**src/rtl/div_pkg.sv**
```systemverilog
// Shared definitions for the iterative divider: FSM state encoding,
// default tag/physical-register widths and the flush-age comparison.
package div_pkg;

    typedef enum logic [1:0] {
        IDLE = 2'd0,
        CALC = 2'd1,
        DONE = 2'd2
    } div_state_e;

    localparam int DEF_TAG_W = 5;
    localparam int DEF_PHY_W = 6;

    // True when the held divide is younger than the flushing branch:
    // age = (tag - top) mod 2^tag_w, killed when age > depth.
    function automatic logic flush_kill(
        input logic [31:0] tag,
        input logic [31:0] top,
        input logic [31:0] depth,
        input int          tag_w
    );
        logic [31:0] mask;
        logic [31:0] age;
        mask = (32'd1 << tag_w) - 32'd1;
        age  = (tag - top) & mask;
        return (age > (depth & mask));
    endfunction

endpackage

```
**src/rtl/div_iter_unit_if.sv**
```systemverilog
// Issue / flush / CDB bundle of the iterative divider. The master side is the
// issue unit + CDB arbiter, the slave side is div_iter_unit.
interface div_iter_unit_if
    import div_pkg::*;
#(
    parameter int WIDTH = 16,
    parameter int TAG_W = DEF_TAG_W,
    parameter int PHY_W = DEF_PHY_W
);
    logic [31:0]        PhyReg_DivRsData;
    logic [31:0]        PhyReg_DivRtData;
    logic               Iss_Div;
    logic               Iss_DivSigned;
    logic [TAG_W-1:0]   Iss_RobTag;
    logic [PHY_W-1:0]   Iss_RdPhyAddr;
    logic               Iss_RdWrite;
    logic               Cdb_Flush;
    logic [TAG_W-1:0]   Rob_TopPtr;
    logic [TAG_W-1:0]   Cdb_RobDepth;
    logic               Cdb_DivAccept;
    logic               Div_Done;
    logic [2*WIDTH-1:0] Div_Rddata;
    logic [TAG_W-1:0]   Div_RobTag;
    logic [PHY_W-1:0]   Div_RdPhyAddr;
    logic               Div_RdWrite;
    logic               Div_ExeRdy;

    modport master (
        output PhyReg_DivRsData, PhyReg_DivRtData, Iss_Div, Iss_DivSigned,
               Iss_RobTag, Iss_RdPhyAddr, Iss_RdWrite, Cdb_Flush, Rob_TopPtr,
               Cdb_RobDepth, Cdb_DivAccept,
        input  Div_Done, Div_Rddata, Div_RobTag, Div_RdPhyAddr, Div_RdWrite,
               Div_ExeRdy
    );

    modport slave (
        input  PhyReg_DivRsData, PhyReg_DivRtData, Iss_Div, Iss_DivSigned,
               Iss_RobTag, Iss_RdPhyAddr, Iss_RdWrite, Cdb_Flush, Rob_TopPtr,
               Cdb_RobDepth, Cdb_DivAccept,
        output Div_Done, Div_Rddata, Div_RobTag, Div_RdPhyAddr, Div_RdWrite,
               Div_ExeRdy
    );

endinterface

```
**src/rtl/div_iter_unit_chk.sv**
```systemverilog
// Protocol checker: an issue while the unit is not ready is illegal.
module div_iter_unit_chk (
    input logic clk,
    input logic rst,
    input logic iss_div,
    input logic exe_rdy
);

    // Flag Iss_Div outside a ready cycle.
    always_ff @(posedge clk) begin
        if (!rst && iss_div) begin
            assert (exe_rdy);
        end
    end

endmodule

```
**src/rtl/div_restore_step.sv**
```systemverilog
// One restoring-division step: shift the partial remainder left, bring in
// the next dividend bit, subtract the divisor when it fits.
module div_restore_step #(
    parameter int WIDTH = 16
) (
    input  logic [WIDTH-1:0] rem,
    input  logic             dvd_bit,
    input  logic [WIDTH-1:0] dvs,
    output logic [WIDTH-1:0] rem_next,
    output logic             q_bit
);
    logic [WIDTH:0]   shifted_s;
    logic [WIDTH-1:0] diff_s;

    // Compare-subtract; the true difference is below the divisor so the low
    // WIDTH bits of the modular subtraction are exact.
    always_comb begin
        shifted_s = {rem, dvd_bit};
        diff_s    = shifted_s[WIDTH-1:0] - dvs;
        if (shifted_s >= {1'b0, dvs}) begin
            rem_next = diff_s;
            q_bit    = 1'b1;
        end else begin
            rem_next = shifted_s[WIDTH-1:0];
            q_bit    = 1'b0;
        end
    end

endmodule

```
**src/rtl/div_iter_unit.sv**
```systemverilog
// Iterative restoring divider for the Tomasulo execution stage: one
// quotient bit per clock, result held until the CDB accepts it, and
// squashed by a flush younger than the mispredicted branch.
// Optional feature: define DIV_SIGNED_EN to honour Iss_DivSigned
// (magnitude conversion + sign fix); otherwise every divide is unsigned.
module div_iter_unit
    import div_pkg::*;
#(
    parameter int WIDTH = 16,
    parameter int TAG_W = DEF_TAG_W,
    parameter int PHY_W = DEF_PHY_W
) (
    input logic            Clk,
    input logic            Reset,
    div_iter_unit_if.slave bus
);
    localparam int CNT_W = $clog2(WIDTH + 1);

    div_state_e         state_r;
    div_state_e         state_s;
    logic [WIDTH-1:0]   rem_r;
    logic [WIDTH-1:0]   dvd_r;
    logic [WIDTH-1:0]   dvs_r;
    logic [CNT_W-1:0]   cnt_r;
    logic [2*WIDTH-1:0] result_r;
    logic [TAG_W-1:0]   tag_r;
    logic [PHY_W-1:0]   phy_r;
    logic               wr_r;
    logic               zero_r;
`ifdef DIV_SIGNED_EN
    logic               neg_q_r;
    logic               neg_r_r;
`endif

    logic               kill_s;
    logic               exe_rdy_s;
    logic               load_s;
    logic               last_s;
    logic [WIDTH-1:0]   a_raw_s;
    logic [WIDTH-1:0]   b_raw_s;
    logic [WIDTH-1:0]   a_mag_s;
    logic [WIDTH-1:0]   b_mag_s;
    logic [WIDTH-1:0]   rem_next_s;
    logic               q_bit_s;
    logic [WIDTH-1:0]   quo_raw_s;
    logic [WIDTH-1:0]   quo_fin_s;
    logic [WIDTH-1:0]   rem_fin_s;
    logic               unused_s;

    assign a_raw_s  = bus.PhyReg_DivRsData[WIDTH-1:0];
    assign b_raw_s  = bus.PhyReg_DivRtData[WIDTH-1:0];
    assign unused_s = ^{bus.PhyReg_DivRsData, bus.PhyReg_DivRtData, bus.Iss_DivSigned};

    assign kill_s = bus.Cdb_Flush
                  & ((state_r == CALC) | (state_r == DONE))
                  & flush_kill({{(32-TAG_W){1'b0}}, tag_r},
                               {{(32-TAG_W){1'b0}}, bus.Rob_TopPtr},
                               {{(32-TAG_W){1'b0}}, bus.Cdb_RobDepth},
                               TAG_W);

    assign exe_rdy_s = (state_r == IDLE)
                     | ((state_r == DONE) & bus.Cdb_DivAccept & ~kill_s)
                     | kill_s;
    assign load_s    = bus.Iss_Div & exe_rdy_s;
    assign last_s    = (cnt_r == CNT_W'(1));

    div_restore_step #(.WIDTH(WIDTH)) u_step (
        .rem      (rem_r),
        .dvd_bit  (dvd_r[WIDTH-1]),
        .dvs      (dvs_r),
        .rem_next (rem_next_s),
        .q_bit    (q_bit_s)
    );

    assign quo_raw_s = {dvd_r[WIDTH-2:0], q_bit_s};

    // Operand magnitudes at issue (signed operands are made positive).
    always_comb begin
        a_mag_s = a_raw_s;
        b_mag_s = b_raw_s;
`ifdef DIV_SIGNED_EN
        if (bus.Iss_DivSigned && a_raw_s[WIDTH-1]) begin
            a_mag_s = -a_raw_s;
        end else begin
            a_mag_s = a_raw_s;
        end
        if (bus.Iss_DivSigned && b_raw_s[WIDTH-1]) begin
            b_mag_s = -b_raw_s;
        end else begin
            b_mag_s = b_raw_s;
        end
`endif
    end

    // Final quotient/remainder: divide-by-zero saturates to all ones,
    // otherwise the sign fix is applied to the magnitude result.
    always_comb begin
        quo_fin_s = quo_raw_s;
        rem_fin_s = rem_next_s;
        if (zero_r) begin
            quo_fin_s = {WIDTH{1'b1}};
            rem_fin_s = {WIDTH{1'b1}};
        end else begin
`ifdef DIV_SIGNED_EN
            quo_fin_s = neg_q_r ? -quo_raw_s : quo_raw_s;
            rem_fin_s = neg_r_r ? -rem_next_s : rem_next_s;
`else
            quo_fin_s = quo_raw_s;
            rem_fin_s = rem_next_s;
`endif
        end
    end

    // FSM state register.
    always_ff @(posedge Clk) begin
        if (Reset) begin
            state_r <= IDLE;
        end else begin
            state_r <= state_s;
        end
    end

    // FSM next state: kill and accept both free the unit, and a same-cycle
    // issue goes straight back to CALC.
    always_comb begin
        state_s = state_r;
        case (state_r)
            IDLE: begin
                if (load_s) begin
                    state_s = CALC;
                end else begin
                    state_s = IDLE;
                end
            end
            CALC: begin
                if (kill_s) begin
                    state_s = load_s ? CALC : IDLE;
                end else if (last_s) begin
                    state_s = DONE;
                end else begin
                    state_s = CALC;
                end
            end
            DONE: begin
                if (kill_s || bus.Cdb_DivAccept) begin
                    state_s = load_s ? CALC : IDLE;
                end else begin
                    state_s = DONE;
                end
            end
            default: begin
                state_s = IDLE;
            end
        endcase
    end

    // Datapath: capture on issue, one restoring step per CALC cycle, and
    // register the final result on the last step.
    always_ff @(posedge Clk) begin
        if (Reset) begin
            rem_r    <= {WIDTH{1'b0}};
            dvd_r    <= {WIDTH{1'b0}};
            dvs_r    <= {WIDTH{1'b0}};
            cnt_r    <= {CNT_W{1'b0}};
            result_r <= {(2*WIDTH){1'b0}};
            tag_r    <= {TAG_W{1'b0}};
            phy_r    <= {PHY_W{1'b0}};
            wr_r     <= 1'b0;
            zero_r   <= 1'b0;
`ifdef DIV_SIGNED_EN
            neg_q_r  <= 1'b0;
            neg_r_r  <= 1'b0;
`endif
        end else if (load_s) begin
            rem_r    <= {WIDTH{1'b0}};
            dvd_r    <= a_mag_s;
            dvs_r    <= b_mag_s;
            cnt_r    <= CNT_W'(WIDTH);
            tag_r    <= bus.Iss_RobTag;
            phy_r    <= bus.Iss_RdPhyAddr;
            wr_r     <= bus.Iss_RdWrite;
            zero_r   <= (b_raw_s == {WIDTH{1'b0}});
`ifdef DIV_SIGNED_EN
            neg_q_r  <= bus.Iss_DivSigned & (a_raw_s[WIDTH-1] ^ b_raw_s[WIDTH-1]);
            neg_r_r  <= bus.Iss_DivSigned & a_raw_s[WIDTH-1];
`endif
        end else if ((state_r == CALC) && !kill_s) begin
            rem_r <= rem_next_s;
            dvd_r <= quo_raw_s;
            cnt_r <= cnt_r - CNT_W'(1);
            if (last_s) begin
                result_r <= {rem_fin_s, quo_fin_s};
            end
        end
    end

    assign bus.Div_Done      = (state_r == DONE) & ~kill_s;
    assign bus.Div_Rddata    = result_r;
    assign bus.Div_RobTag    = tag_r;
    assign bus.Div_RdPhyAddr = phy_r;
    assign bus.Div_RdWrite   = wr_r;
    assign bus.Div_ExeRdy    = exe_rdy_s;

    div_iter_unit_chk u_chk (
        .clk     (Clk),
        .rst     (Reset),
        .iss_div (bus.Iss_Div),
        .exe_rdy (exe_rdy_s)
    );

endmodule
```
**src/flat_wrapper.sv**
```systemverilog
// flat-port wrapper written by rule: the top's interface ports become plain ports
module div_iter_unit_flat import div_pkg::*;
#(
    parameter int WIDTH = 16,
    parameter int TAG_W = DEF_TAG_W,
    parameter int PHY_W = DEF_PHY_W
)
  (Clk, Reset, bus_PhyReg_DivRsData, bus_PhyReg_DivRtData, bus_Iss_Div, bus_Iss_DivSigned, bus_Iss_RobTag, bus_Iss_RdPhyAddr, bus_Iss_RdWrite, bus_Cdb_Flush, bus_Rob_TopPtr, bus_Cdb_RobDepth, bus_Cdb_DivAccept, bus_Div_Done, bus_Div_Rddata, bus_Div_RobTag, bus_Div_RdPhyAddr, bus_Div_RdWrite, bus_Div_ExeRdy);
  div_iter_unit_if #(.WIDTH(WIDTH), .TAG_W(TAG_W), .PHY_W(PHY_W)) bus_i ();
  input logic Clk;
  input logic Reset;
  input wire logic [$bits(bus_i.PhyReg_DivRsData)-1:0] bus_PhyReg_DivRsData;
  input wire logic [$bits(bus_i.PhyReg_DivRtData)-1:0] bus_PhyReg_DivRtData;
  input wire logic [$bits(bus_i.Iss_Div)-1:0] bus_Iss_Div;
  input wire logic [$bits(bus_i.Iss_DivSigned)-1:0] bus_Iss_DivSigned;
  input wire logic [$bits(bus_i.Iss_RobTag)-1:0] bus_Iss_RobTag;
  input wire logic [$bits(bus_i.Iss_RdPhyAddr)-1:0] bus_Iss_RdPhyAddr;
  input wire logic [$bits(bus_i.Iss_RdWrite)-1:0] bus_Iss_RdWrite;
  input wire logic [$bits(bus_i.Cdb_Flush)-1:0] bus_Cdb_Flush;
  input wire logic [$bits(bus_i.Rob_TopPtr)-1:0] bus_Rob_TopPtr;
  input wire logic [$bits(bus_i.Cdb_RobDepth)-1:0] bus_Cdb_RobDepth;
  input wire logic [$bits(bus_i.Cdb_DivAccept)-1:0] bus_Cdb_DivAccept;
  output wire logic [$bits(bus_i.Div_Done)-1:0] bus_Div_Done;
  output wire logic [$bits(bus_i.Div_Rddata)-1:0] bus_Div_Rddata;
  output wire logic [$bits(bus_i.Div_RobTag)-1:0] bus_Div_RobTag;
  output wire logic [$bits(bus_i.Div_RdPhyAddr)-1:0] bus_Div_RdPhyAddr;
  output wire logic [$bits(bus_i.Div_RdWrite)-1:0] bus_Div_RdWrite;
  output wire logic [$bits(bus_i.Div_ExeRdy)-1:0] bus_Div_ExeRdy;
  assign bus_i.PhyReg_DivRsData = bus_PhyReg_DivRsData;
  assign bus_i.PhyReg_DivRtData = bus_PhyReg_DivRtData;
  assign bus_i.Iss_Div = bus_Iss_Div;
  assign bus_i.Iss_DivSigned = bus_Iss_DivSigned;
  assign bus_i.Iss_RobTag = bus_Iss_RobTag;
  assign bus_i.Iss_RdPhyAddr = bus_Iss_RdPhyAddr;
  assign bus_i.Iss_RdWrite = bus_Iss_RdWrite;
  assign bus_i.Cdb_Flush = bus_Cdb_Flush;
  assign bus_i.Rob_TopPtr = bus_Rob_TopPtr;
  assign bus_i.Cdb_RobDepth = bus_Cdb_RobDepth;
  assign bus_i.Cdb_DivAccept = bus_Cdb_DivAccept;
  assign bus_Div_Done = bus_i.Div_Done;
  assign bus_Div_Rddata = bus_i.Div_Rddata;
  assign bus_Div_RobTag = bus_i.Div_RobTag;
  assign bus_Div_RdPhyAddr = bus_i.Div_RdPhyAddr;
  assign bus_Div_RdWrite = bus_i.Div_RdWrite;
  assign bus_Div_ExeRdy = bus_i.Div_ExeRdy;
  div_iter_unit #(.WIDTH(WIDTH), .TAG_W(TAG_W), .PHY_W(PHY_W)) u_core (.Clk(Clk), .Reset(Reset), .bus(bus_i));
endmodule
```
**config.mk**
```make
export PLATFORM = sky130hd
export DESIGN_NAME = div_iter_unit_flat
export DESIGN_NICKNAME = d
export VERILOG_FILES = /design/src/rtl/div_pkg.sv /design/src/rtl/div_iter_unit_if.sv /design/src/rtl/div_iter_unit_chk.sv /design/src/rtl/div_restore_step.sv /design/src/rtl/div_iter_unit.sv /design/src/flat_wrapper.sv
export SDC_FILE = /design/constraint.sdc
export NUM_CORES = 1
export LEC_CHECK = 0
export BUFFER_PORTS_ARGS = -buffer_cell sky130_fd_sc_hd__buf_4
export CORE_UTILIZATION = 42
export DETAILED_ROUTE_END_ITERATION = 10
export HOLD_SLACK_MARGIN = 0.03
export PLACE_DENSITY = 0.66
export SLEW_MARGIN = 0
export SYNTH_ARGS = -nofsm -noshare
export SYNTH_HDL_FRONTEND = slang
export SYNTH_SLANG_ARGS = --single-unit
```
**constraint.sdc**
```tcl
create_clock -name Clk -period 3.69 [get_ports Clk]
set_clock_uncertainty 0.2 [all_clocks]
set_input_delay 0.1845 -clock Clk [delete_from_list [all_inputs] [get_ports Clk]]
set_output_delay 0.1845 -clock Clk [all_outputs]
set_load 0.01 [all_outputs]
```
==> results.txt <==
The run finished with clean final reports. Ranked by instance count, the synthesized netlist is headed by nand2_1, dfxtp_1, nor2_1, a21oi_1, inv_1. Sequential cells were found to cover 38.3% of the synthesized design area. The H-tree level count is 3. The fraction of final layout cells with drive strength greater than 1 is around a fifth. Internal power comes to 2160 µW.

Static timing analysis puts the maximum clock frequency at 286 MHz. The cell area after technology mapping is 5230 µm². The power per cell area is 466 nW/µm².

Walking the worst path, the cells encountered are inv_1 > ha_1 > inv_1 > fa_1 > a21o_1 > a21oi_1 > xnor2_1 > ha_1 > nand3_1 > o21bai_1 > a21oi_4 > buf_4 > o21ai_4 > buf_4 > clkbuf_16 > a311oi_1. The number of stages on the worst hold path is 2. The number of fill cells in the layout came out at 1096. The die area is 12900 µm². The gate count after technology mapping came out at 663. The total overflow left after global routing is 0. The cell with the largest stage delay on the worst path is fa_1. The critical path in this run is classified as register to register. The total cell area at the placement stage came out at 6180 µm².

The pre-antenna-repair detailed-routing pass consisted of 6 iterations. The nature of the critical path endpoint is a register. The most used flip-flop cell after synthesis is dfxtp_1. The total half-perimeter wirelength after legalization and detailed placement is 9550 µm. Net switching is 34.2% of the power. The violation count after the first detailed-route iteration is 298.

For this run, the number of Yosys warnings is 0. Dividing the detail-routed wire length by the instance count gives 13.9 µm. The path class of the tightest hold or removal check is input port to register. The total leakage power came out at 0.00292 µW. In the final timing run, aggregate negative setup slack is 0 ns. Data on the critical path is required at its endpoint by 3.74 ns. The CTS clock-pin slew for the worst setup and hold paths came out at 0.07 ns. The number of primary I/O pins came out at around 140.

The via count of the first global-routing pass is 4859. The site row count is 40. The largest stage delay on the critical path is 0.41 ns. The number of flops mapped to enable cells by yosys is 0. The initial antenna violation count is 0. The wire length of the first global-routing pass is around 22000 µm. The smallest setup slack after layout is 0.195 ns. The final number of max-transition violations came out at 0. Yosys attributes the largest share of cell area to dfxtp_1, nand2_1, ha_1. The total clock buffers created by CTS came out at 9.

The total routing usage reported by global routing came out at approximately 22%. The TritonCTS clock tree is built. Clock latency on the worst-skew pair, taken at its later pin, is 0.35 ns. The initial utilization of the core area, before any placement, comes to roughly 43%.

The post-layout minimum cycle time came out at 3.50 ns. nand2_1 is the most common cell in the netlist. The analysis attributes to net switching a power of 1120 µW. The tree is rooted in a clkbuf_16.

The clock network fraction of total power is 30.4%. The number of maximum-capacitance violations is 0. The total wire length after detailed routing is around 14000 µm. After detailed routing, the number of vias per cell comes to 5.23. The total core area is 12100 µm². The nature of the critical path startpoint is a register. In this run the worst path has a maximum fanout of 17.

After routing the design area is 7040 µm². The DRC violations left is 0. In this run the biggest area consumer among cell types represents between 30% and 40% of the synthesized area. The synthesized flop and latch total came out at 100. Per report_power, the sequential group accounts for 36.9% of the total. The relative slew slack came out at a little under three fifths. VDD sags by at most 229 µV. At the end of routability-driven placement, the weighted congestion stood at approximately 0.94. The part of the total power dissipated in combinational logic is 32.7%. Setup violations remaining at the end of the flow were counted as 0.

The count of antenna-violating nets left after detailed routing came out at 0. The critical path data arrival time is between 3 and 4 ns. Dividing the synthesized area by the synthesized cell count gives 7.89 µm². The final hold violation count came out at 0.

Counting distinct cell types in the post-synthesis netlist gives 50. The path depth of the worst reg2reg path came out at 16. At the placement stage, the worst setup path has a slack of 0.165 ns.

The number of diodes added for antenna fixing is 0. In this run the tool buffered the top-level ports with 104 buffer cells. The vertical die dimension came out at 114 µm. The final layout net count is 926.

The die extent in x is 114 µm. The clock sink total is 100. The number of vias in the routed layout is 5091. Setup repair after global routing could not meet its margin everywhere. The final standard cell utilization of the core is between 50% and 60%. Of all flip-flops after synthesis, the portion carrying an async set or reset was 0%. The synthesized net count is 788.

Entering global routing, the biggest net connects 45 pins. The share of the cycle needed by the critical path after routing is 94.7%. Summed over all instances, the cell type with the most area after synthesis is dfxtp_1. At the pin with the least slew margin, the transition time is 0.666 ns. The maximum clock insertion buffer count came out at 2. Relative to the synthesized area, the layout overhead comes to 34.5%.
per-stage QoR:
stage          std cells  hold WS, ns  power (µW)
2_1_floorplan        663        0.120        1980
3_3_place_gp         906        0.231        2210
3_5_place_dp         906        0.242        2240
4_1_cts              968       0.0808        3270
5_1_grt              974        0.105        3470
6_report             974       0.0922        3280
worst max-delay path: cells and delay by family (launching register included):
family          cells  cell delay [ns]
compound gates      6             1.16
fa+ha+maj           3             0.84
buf+inv             5             0.65
flops               1             0.33
simple gates        1             0.12
xor+xnor            1             0.09
cell type report:
| class | count | area [µm²] | area share [%] |
|---|---|---|---|
| Clock inverter | 7 | 82.6 | 1.17 |
| Clock buffer | 9 | 225 | 3.20 |
| Inverter | 35 | 131 | 1.87 |
| Sequential cell | 100 | 2000 | 28.4 |
| Timing Repair Buffer | 169 | 1440 | 20.5 |
| Tap cell | 168 | 210 | 2.99 |
| Multi-Input combinational cell | 486 | 2940 | 41.8 |
cells in the final DEF, fill, tap and decap left out, types with 4 or more instances in the layout:
cell / netlist / layout
nand2b_1: 7 / 7
xor2_1: 7 / 7
clkbuf_16: 0 / 10
inv_1: 35 / 35
a311oi_1: 20 / 20
mux2i_1: 7 / 7
xnor2_1: 15 / 15
a211oi_1: 30 / 30
nor3_1: 17 / 16
a21o_1: 8 / 8
a21oi_1: 62 / 62
ha_1: 31 / 31
o21ai_0: 13 / 13
nand3_1: 6 / 6
buf_4: 2 / 118
nor4_1: 12 / 12
nand2_1: 114 / 114
nand4_1: 5 / 5
dfxtp_1: 100 / 100
nor2_1: 83 / 83
dlygate4sd3_1: 0 / 46
a31oi_1: 4 / 4
cell families after synthesis:
| logic type | Yosys count | share of synthesized area [%] |
|---|---|---|
| AND/OR/NAND/NOR | 260 | 21.4 |
| AO/OA/AOI/OAI | 162 | 20.6 |
| flip-flops | 100 | 38.3 |
| buffers and inverters | 77 | 6.10 |
| adder cells (fa/ha/maj) | 33 | 8.18 |
| XOR/XNOR | 22 | 3.68 |
| multiplexers | 9 | 1.77 |
final timing paths:
kind | start | endpoint | slack [ns]
setup / recovery | u_core.bus.Div_RobTag[0] | u_core.dvd_r[15] | 0.19
hold / removal | Reset | u_core.dvs_r[1] | 0.09
setup reg to reg | u_core.bus.Div_RobTag[0] | u_core.dvd_r[15] | 0.19
hold reg to reg | u_core.bus.Div_RdPhyAddr[5] | u_core.bus.Div_RdPhyAddr[5] | 0.26
state kept, by name, indices dropped and copies added (netlist names):
register                  cells
u_core.cnt_r                  5
u_core.bus.Div_RdPhyAddr      6
u_core.state_r                2
u_core.dvs_r                 16
u_core.dvd_r                 16
u_core.bus.Div_Rddata        32
u_core.bus.Div_RobTag         5
u_core.zero_r                 1
u_core.bus.Div_RdWrite        1
u_core.rem_r                 16
per-layer routing:
metal / global-route usage, % / up-vias / wire, µm
met2: 37.5 / 131 / 6520
met1: 27.2 / 2358 / 6210
li1: - / 2579 / -
met4: 9.04 / 0 / 299
met5: 0 / - / 0
met3: 2.66 / 23 / 540
power by group through the flow:
| stage | clock network (µW) | logic (µW) | registers [µW] |
|---|---|---|---|
| after CTS | 1010 | 1050 | 1210 |
| after global routing | 1060 | 1190 | 1220 |
| after floorplan | 0 | 758 | 1230 |
| after detailed placement | 0 | 1000 | 1230 |
| after global placement | 0 | 979 | 1230 |
| final | 995 | 1070 | 1210 |
what timing repair did:
action                                 in CTS  in global routing
gates resized for setup                     0                  6
setup endpoints to repair                   0                 30
buffers inserted                            0                  5
hold buffers                               46                  0
endpoints found under the hold margin      46                  0
Note: power is estimated with default switching activity, not from simulation.
